### src/rtl/uart_pkg.sv
// Shared UART definitions: the default data width, the default FIFO depths for
// the Tx and Rx paths, and a helper that sizes a FIFO occupancy counter.
package uart_pkg;

  localparam int UART_DATA_W        = 8;
  localparam int UART_TX_FIFO_DEPTH = 16;
  localparam int UART_RX_FIFO_DEPTH = 16;

  // An occupancy counter must reach DEPTH itself, so it needs one bit more than the pointers.
  function automatic int fifo_count_w(input int depth);
    return $clog2(depth) + 1;
  endfunction

endpackage

### src/rtl/uart_fifo_mem.sv
// Storage array for the UART FIFO. It has one synchronous write port and one
// asynchronous read port. The contents have no reset.
module uart_fifo_mem #(
  parameter int DATA_W = 8,
  parameter int DEPTH  = 16,
  parameter int ADDR_W = $clog2(DEPTH)
) (
  input  logic              clk,
  input  logic              we,
  input  logic [ADDR_W-1:0] waddr,
  input  logic [DATA_W-1:0] wdata,
  input  logic [ADDR_W-1:0] raddr,
  output logic [DATA_W-1:0] rdata
);

  logic [DATA_W-1:0] mem [DEPTH];

  // Write port: store wdata at waddr on accepted pushes
  always_ff @(posedge clk) begin
    if (we) begin
      mem[waddr] <= wdata;
    end
  end

  // Read port: the addressed word is always visible combinationally
  always_comb begin
    rdata = mem[raddr];
  end

endmodule

### src/rtl/uart_fifo_gen2.sv
// Parametrised synchronous FIFO used between the APB register block and the
// UART shifters. It provides an occupancy count, almost-full and almost-empty
// flags, overflow and underflow pulses, and a synchronous flush.
// Build option UART_FIFO_FWFT_EN selects first-word-fall-through reads.
// Without it, pop_data is registered and has one cycle of latency.
module uart_fifo_gen2
  import uart_pkg::*;
#(
  parameter int DATA_W    = UART_DATA_W,
  parameter int DEPTH     = UART_TX_FIFO_DEPTH,
  parameter int ADDR_W    = $clog2(DEPTH),
  parameter int AF_THRESH = DEPTH - 2,
  parameter int AE_THRESH = 2
) (
  input  logic              clk,
  input  logic              rst_n,
  input  logic              clr,
  input  logic              push,
  input  logic [DATA_W-1:0] push_data,
  input  logic              pop,
  output logic [DATA_W-1:0] pop_data,
  output logic [ADDR_W:0]   count,
  output logic              empty,
  output logic              full,
  output logic              almost_full,
  output logic              almost_empty,
  output logic              overflow,
  output logic              underflow
);

  localparam logic [ADDR_W:0] FULL_CNT = (ADDR_W+1)'(DEPTH);
  localparam logic [ADDR_W:0] AF_CNT   = (ADDR_W+1)'(AF_THRESH);
  localparam logic [ADDR_W:0] AE_CNT   = (ADDR_W+1)'(AE_THRESH);

  logic [ADDR_W-1:0] wr_ptr;
  logic [ADDR_W-1:0] rd_ptr;
  logic [ADDR_W:0]   count_q;
  logic              overflow_q;
  logic              underflow_q;
  logic              push_ok;
  logic              pop_ok;
  logic              mem_we;
  logic [DATA_W-1:0] rd_data;

  // Accept decisions use the current count. When the FIFO is full, a push is
  // still accepted if a pop frees a slot in the same cycle.
  always_comb begin
    pop_ok  = pop && (count_q != '0);
    push_ok = push && ((count_q != FULL_CNT) || pop);
    mem_we  = push_ok && !clr;
  end

  uart_fifo_mem #(
    .DATA_W (DATA_W),
    .DEPTH  (DEPTH),
    .ADDR_W (ADDR_W)
  ) u_mem (
    .clk   (clk),
    .we    (mem_we),
    .waddr (wr_ptr),
    .wdata (push_data),
    .raddr (rd_ptr),
    .rdata (rd_data)
  );

  // Pointer, count and error-pulse state. A flush overrides any push or pop in the same cycle.
  always_ff @(posedge clk or negedge rst_n) begin
    if (!rst_n) begin
      wr_ptr      <= '0;
      rd_ptr      <= '0;
      count_q     <= '0;
      overflow_q  <= 1'b0;
      underflow_q <= 1'b0;
    end else if (clr) begin
      wr_ptr      <= '0;
      rd_ptr      <= '0;
      count_q     <= '0;
      overflow_q  <= 1'b0;
      underflow_q <= 1'b0;
    end else begin
      if (push_ok) begin
        wr_ptr <= wr_ptr + 1'b1;
      end
      if (pop_ok) begin
        rd_ptr <= rd_ptr + 1'b1;
      end
      case ({push_ok, pop_ok})
        2'b10:   count_q <= count_q + 1'b1;
        2'b01:   count_q <= count_q - 1'b1;
        default: count_q <= count_q;
      endcase
      overflow_q  <= push && !push_ok;
      underflow_q <= pop && !pop_ok;
    end
  end

`ifdef UART_FIFO_FWFT_EN
  // Head of the FIFO is presented directly; zero while nothing is stored
  always_comb begin
    pop_data = (count_q == '0) ? '0 : rd_data;
  end
`else
  logic [DATA_W-1:0] pop_data_q;

  // Registered read: capture the head word on an accepted pop, otherwise hold
  always_ff @(posedge clk or negedge rst_n) begin
    if (!rst_n) begin
      pop_data_q <= '0;
    end else if (clr) begin
      pop_data_q <= '0;
    end else if (pop_ok) begin
      pop_data_q <= rd_data;
    end
  end

  // Drive the read port from the capture register
  always_comb begin
    pop_data = pop_data_q;
  end
`endif

  // Status outputs are decoded combinationally from the count register
  always_comb begin
    count        = count_q;
    empty        = (count_q == '0);
    full         = (count_q == FULL_CNT);
    almost_full  = (count_q >= AF_CNT);
    almost_empty = (count_q <= AE_CNT);
    overflow     = overflow_q;
    underflow    = underflow_q;
  end

endmodule

### config.mk
export PLATFORM = sky130hd
export DESIGN_NAME = uart_fifo_gen2
export DESIGN_NICKNAME = d
export VERILOG_FILES = /design/src/rtl/uart_pkg.sv /design/src/rtl/uart_fifo_mem.sv /design/src/rtl/uart_fifo_gen2.sv
export SDC_FILE = /design/constraint.sdc
export NUM_CORES = 1
export LEC_CHECK = 0
export ABC_CLOCK_PERIOD_IN_PS = 2400
export CAP_MARGIN = 10
export CORE_MARGIN = 2
export CORE_UTILIZATION = 35
export DETAILED_ROUTE_END_ITERATION = 12
export GPL_TIMING_DRIVEN = 0
export PLACE_DENSITY_LB_ADDON = 0.15
export SETUP_SLACK_MARGIN = 0.15
export SYNTH_ARGS = -nofsm -noshare
export SYNTH_HDL_FRONTEND = slang
export SYNTH_SLANG_ARGS = --single-unit
### constraint.sdc
create_clock -name clk -period 2.4 [get_ports clk]
set_input_delay 0.72 -clock clk [delete_from_list [all_inputs] [get_ports clk]]
set_output_delay 0.72 -clock clk [all_outputs]
set_load 0.02 [all_outputs]
==> results.md, run 1 <==
* Status: finished, violations left
* Setup WS post-layout at -0.0989 ns
* Synth area leaders: edfxtp_1 61%, mux4_2 11%, dfrtp_1 9.2%, mux2i_1 2.9%, o221ai_2 1.9%
* CP arrival at 2.78 ns
* Vias in the first global route at 3486
* GRT Total Usage at 15.4%
* Area grow syn2layout at 27.7%
* Sequential Power Share at 41.8%
* Cell count after placement at 599
* Net Switching at 1970 uW
* Reg2Reg Setup Slack at -0.1 ns
* Drt via density at 5.10
* CTS clk-pin slew, worst paths at 0.06 ns
* Synth unique cells at 43
* Largest net degree at the start of global routing at 24
* Routability cong. at 0.741
* Initial Util at 35.4%
* Global route overflow at 0
* Yosys top cell by area: edfxtp_1
* Internal at 5330 uW
* Max Cap Viol at 0
* Die height at 138 um
* Commonest cells after routing, fill and taps aside: 128 x edfxtp_1, 32 x mux4_2, 20 x clkdlybuf4s50_1
* Num ports at 32
* CTS max path bufs at 2
* Seq/Total Area, Yosys at 70.3%
* First-pass GRT wire length at 21500 um
* Number of synthesized flops with an enable pin at 128
* PortBufs at 30
* Hold Vio Cnt, Final at 0
* Initial drt markers at 227
* Pins Over Slew Limit at 0
* Critical path type: flip-flop to flip-flop
* Unrepaired setup endpoints after global routing: yes
* Antenna Nets Post-Route at 0
* CP endpoint kind: flip-flop
* Clk network pwr share at 35.0%
* Syn_nets at 362
* Via count at 3338
* Net Sw Frac at 27.0%
* Fin crit period at 2.50 ns
* WL per Instance at 21.2 um
* Synth Instances at 340
* Gate power share at 23.2%
* Setup-failing EPs final at 2
* Required time of the critical path at 2.68 ns
* First drt pass iteration count at 5
* Worst vdd ir at 539 uV
* Worst-Margin Slew at 0.717 ns
* Ys flop type: edfxtp_1
* CP startpoint kind: flip-flop
* Worst-path fanout max at 3
* Rel. slew slack at 52.2%
* Clk root buf: clkbuf_16
* Final core utilization at 45.2%
* WL final at 13900 um
* HPWL Detailed at 8770 um
* Synth top area share at 61.1%
* Layout cells sized above 1 at 37.3%
* Skew-Pair Late Insertion Delay at 0.42 ns
* Final std cells w/o fill at 655
* Number of buffers inserted by hold repair at cts at 0
* Core Area at 17800 um^2
* Residual DRC at 0
* Yosys Warn Count at 0
* Leakage power at 0.00266 uW
* Die area at 19100 um^2
* Hold/Removal Path Class: flip-flop to flip-flop
* Asr flop ratio synth at 15.2%
* Failing checks: negative setup slack
* #FFs+latches synth at 151
* Clk sinks at 151
* Final setup skew at 0.00811 ns
* TritonCTS clock tree: built
* CTS H-Tree Depth at 4
* Ant diodes at 0
* Die W at 138 um
* Initial antenna violation count at 0
* Syn Std Cell Area at 6290 um^2
* Syn avg cell area at 18.5 um^2
* Peak Freq at 400 MHz
* Layout net count at 435
* Fin Setup TNS at -0.169 ns
* CTS Buf Count at 17
* Std cell rows at 49
* Power density over cell area at 910 nW/um^2
* Final period util at 104%
* Commonest non-fill, non-tap cell in the layout: edfxtp_1
-- power by group through the flow --
stage               Sequential [uW]  Clock [uW]  Combinational [uW]
detailed placement             3130           0                1370
CTS                            3060        2620                1600
global route                   3070        2720                1820
global placement               3130           0                1350
finish                         3050        2560                1690
floorplan                      3190           0                 817
-- logic make-up after synthesis --
logic type | Yosys count | synth area share [%]
and+or+nand+nor | 73 | 6.39
DFF | 151 | 70.3
buffers and inverters | 24 | 1.91
AOI/OAI and AO/OA | 19 | 3.06
xor gates and xnor gates | 9 | 1.25
adders and majority gates | 9 | 1.91
muxes | 55 | 15.2
-- state kept, by name (all words and copies together), names as in the netlist --
signal	flops
count	5
overflow	1
pop_data	8
rd_ptr	4
u_mem.mem	128
underflow	1
wr_ptr	4
-- cell type report --
cell class / instances / area, um^2
buffer: 18 / 120
clock buffer: 18 / 429
clock inverter: 14 / 133
fill: 1564 / 9750
inverter: 6 / 27.5
multi-input combinational: 165 / 2040
sequential: 151 / 4420
tap: 229 / 287
timing repair buffer: 54 / 566
-- final timing paths --
check,endpoint,cells past startpoint,from
min reg2reg,pop_data[7],2,pop_data[7]
min,pop_data[7],2,pop_data[7]
max,count[4],10,count[2]
max reg2reg,count[4],10,count[2]
min in group asynchronous,count[3],1,rst_n
max in group asynchronous,count[4],2,rst_n
-- synth_stat cells, drive strengths merged (5+ instances only) --
cell / number
clkbuf: 10
dfrtp: 23
buf: 8
mux2: 5
nand2: 11
xor2: 7
edfxtp: 128
nor2: 25
mux4: 32
inv: 6
nand3: 5
mux2i: 18
ha: 8
a21oi: 6
o221ai: 8
nand3b: 10
-- metrics by stage --
stage,total power (uW),setup slack [ns],area [um^2],hold slack [ns]
finish,7300,-0.0989,8030,0.534
global route,7610,-0.137,8030,0.580
global placement,4480,-0.895,6930,0.519
detailed placement,4510,-0.898,6930,0.524
floorplan,4010,-0.111,6340,0.424
CTS,7280,-0.132,7830,0.537
-- worst max-delay path, cell delays in order, from the launching register on --
cell	delay (ns)
dfrtp_2	0.41
or3_4	0.40
o31a_4	0.35
nand2b_4	0.10
inv_6	0.05
ha_4	0.28
nand2b_4	0.06
a21oi_4	0.16
mux2_4	0.31
mux2i_1	0.14
a21oi_1	0.09
-- per-layer routing --
metal  vias up  routed length, um  track usage (%)
li1       1493                  -                -
met1      1742               5980             20.4
met2        89               6920             24.6
met3        14                800             4.36
met4         0                177             5.05
met5         -                  0                0
-- what timing repair did --
action / CTS / global route
setup buffers: 11 / 12
pin swaps: 15 / 12
gates resized for setup: 77 / 22
setup endpoints to repair: 145 / 137
Power figures use the tool's default switching activity.
==> inputs of run 2 (changes only) <==
--- a/config.mk
+++ b/config.mk
@@ -11,6 +11,7 @@
 export CORE_UTILIZATION = 35
 export DETAILED_ROUTE_END_ITERATION = 12
 export GPL_TIMING_DRIVEN = 0
+export HOLD_SLACK_MARGIN = 0.05
 export PLACE_DENSITY_LB_ADDON = 0.15
 export SETUP_SLACK_MARGIN = 0.15
 export SYNTH_ARGS = -nofsm -noshare
==> results of run 2 <==
No change in the layout: final DEF, timing and power equal those of run 1.
==> inputs of run 3 (changes only) <==
--- a/config.mk
+++ b/config.mk
@@ -5,7 +5,6 @@
 export SDC_FILE = /design/constraint.sdc
 export NUM_CORES = 1
 export LEC_CHECK = 0
-export ABC_CLOCK_PERIOD_IN_PS = 2400
 export CAP_MARGIN = 10
 export CORE_MARGIN = 2
 export CORE_UTILIZATION = 35
==> results of run 3 <==
No change in the layout: final DEF, timing and power equal those of run 1.
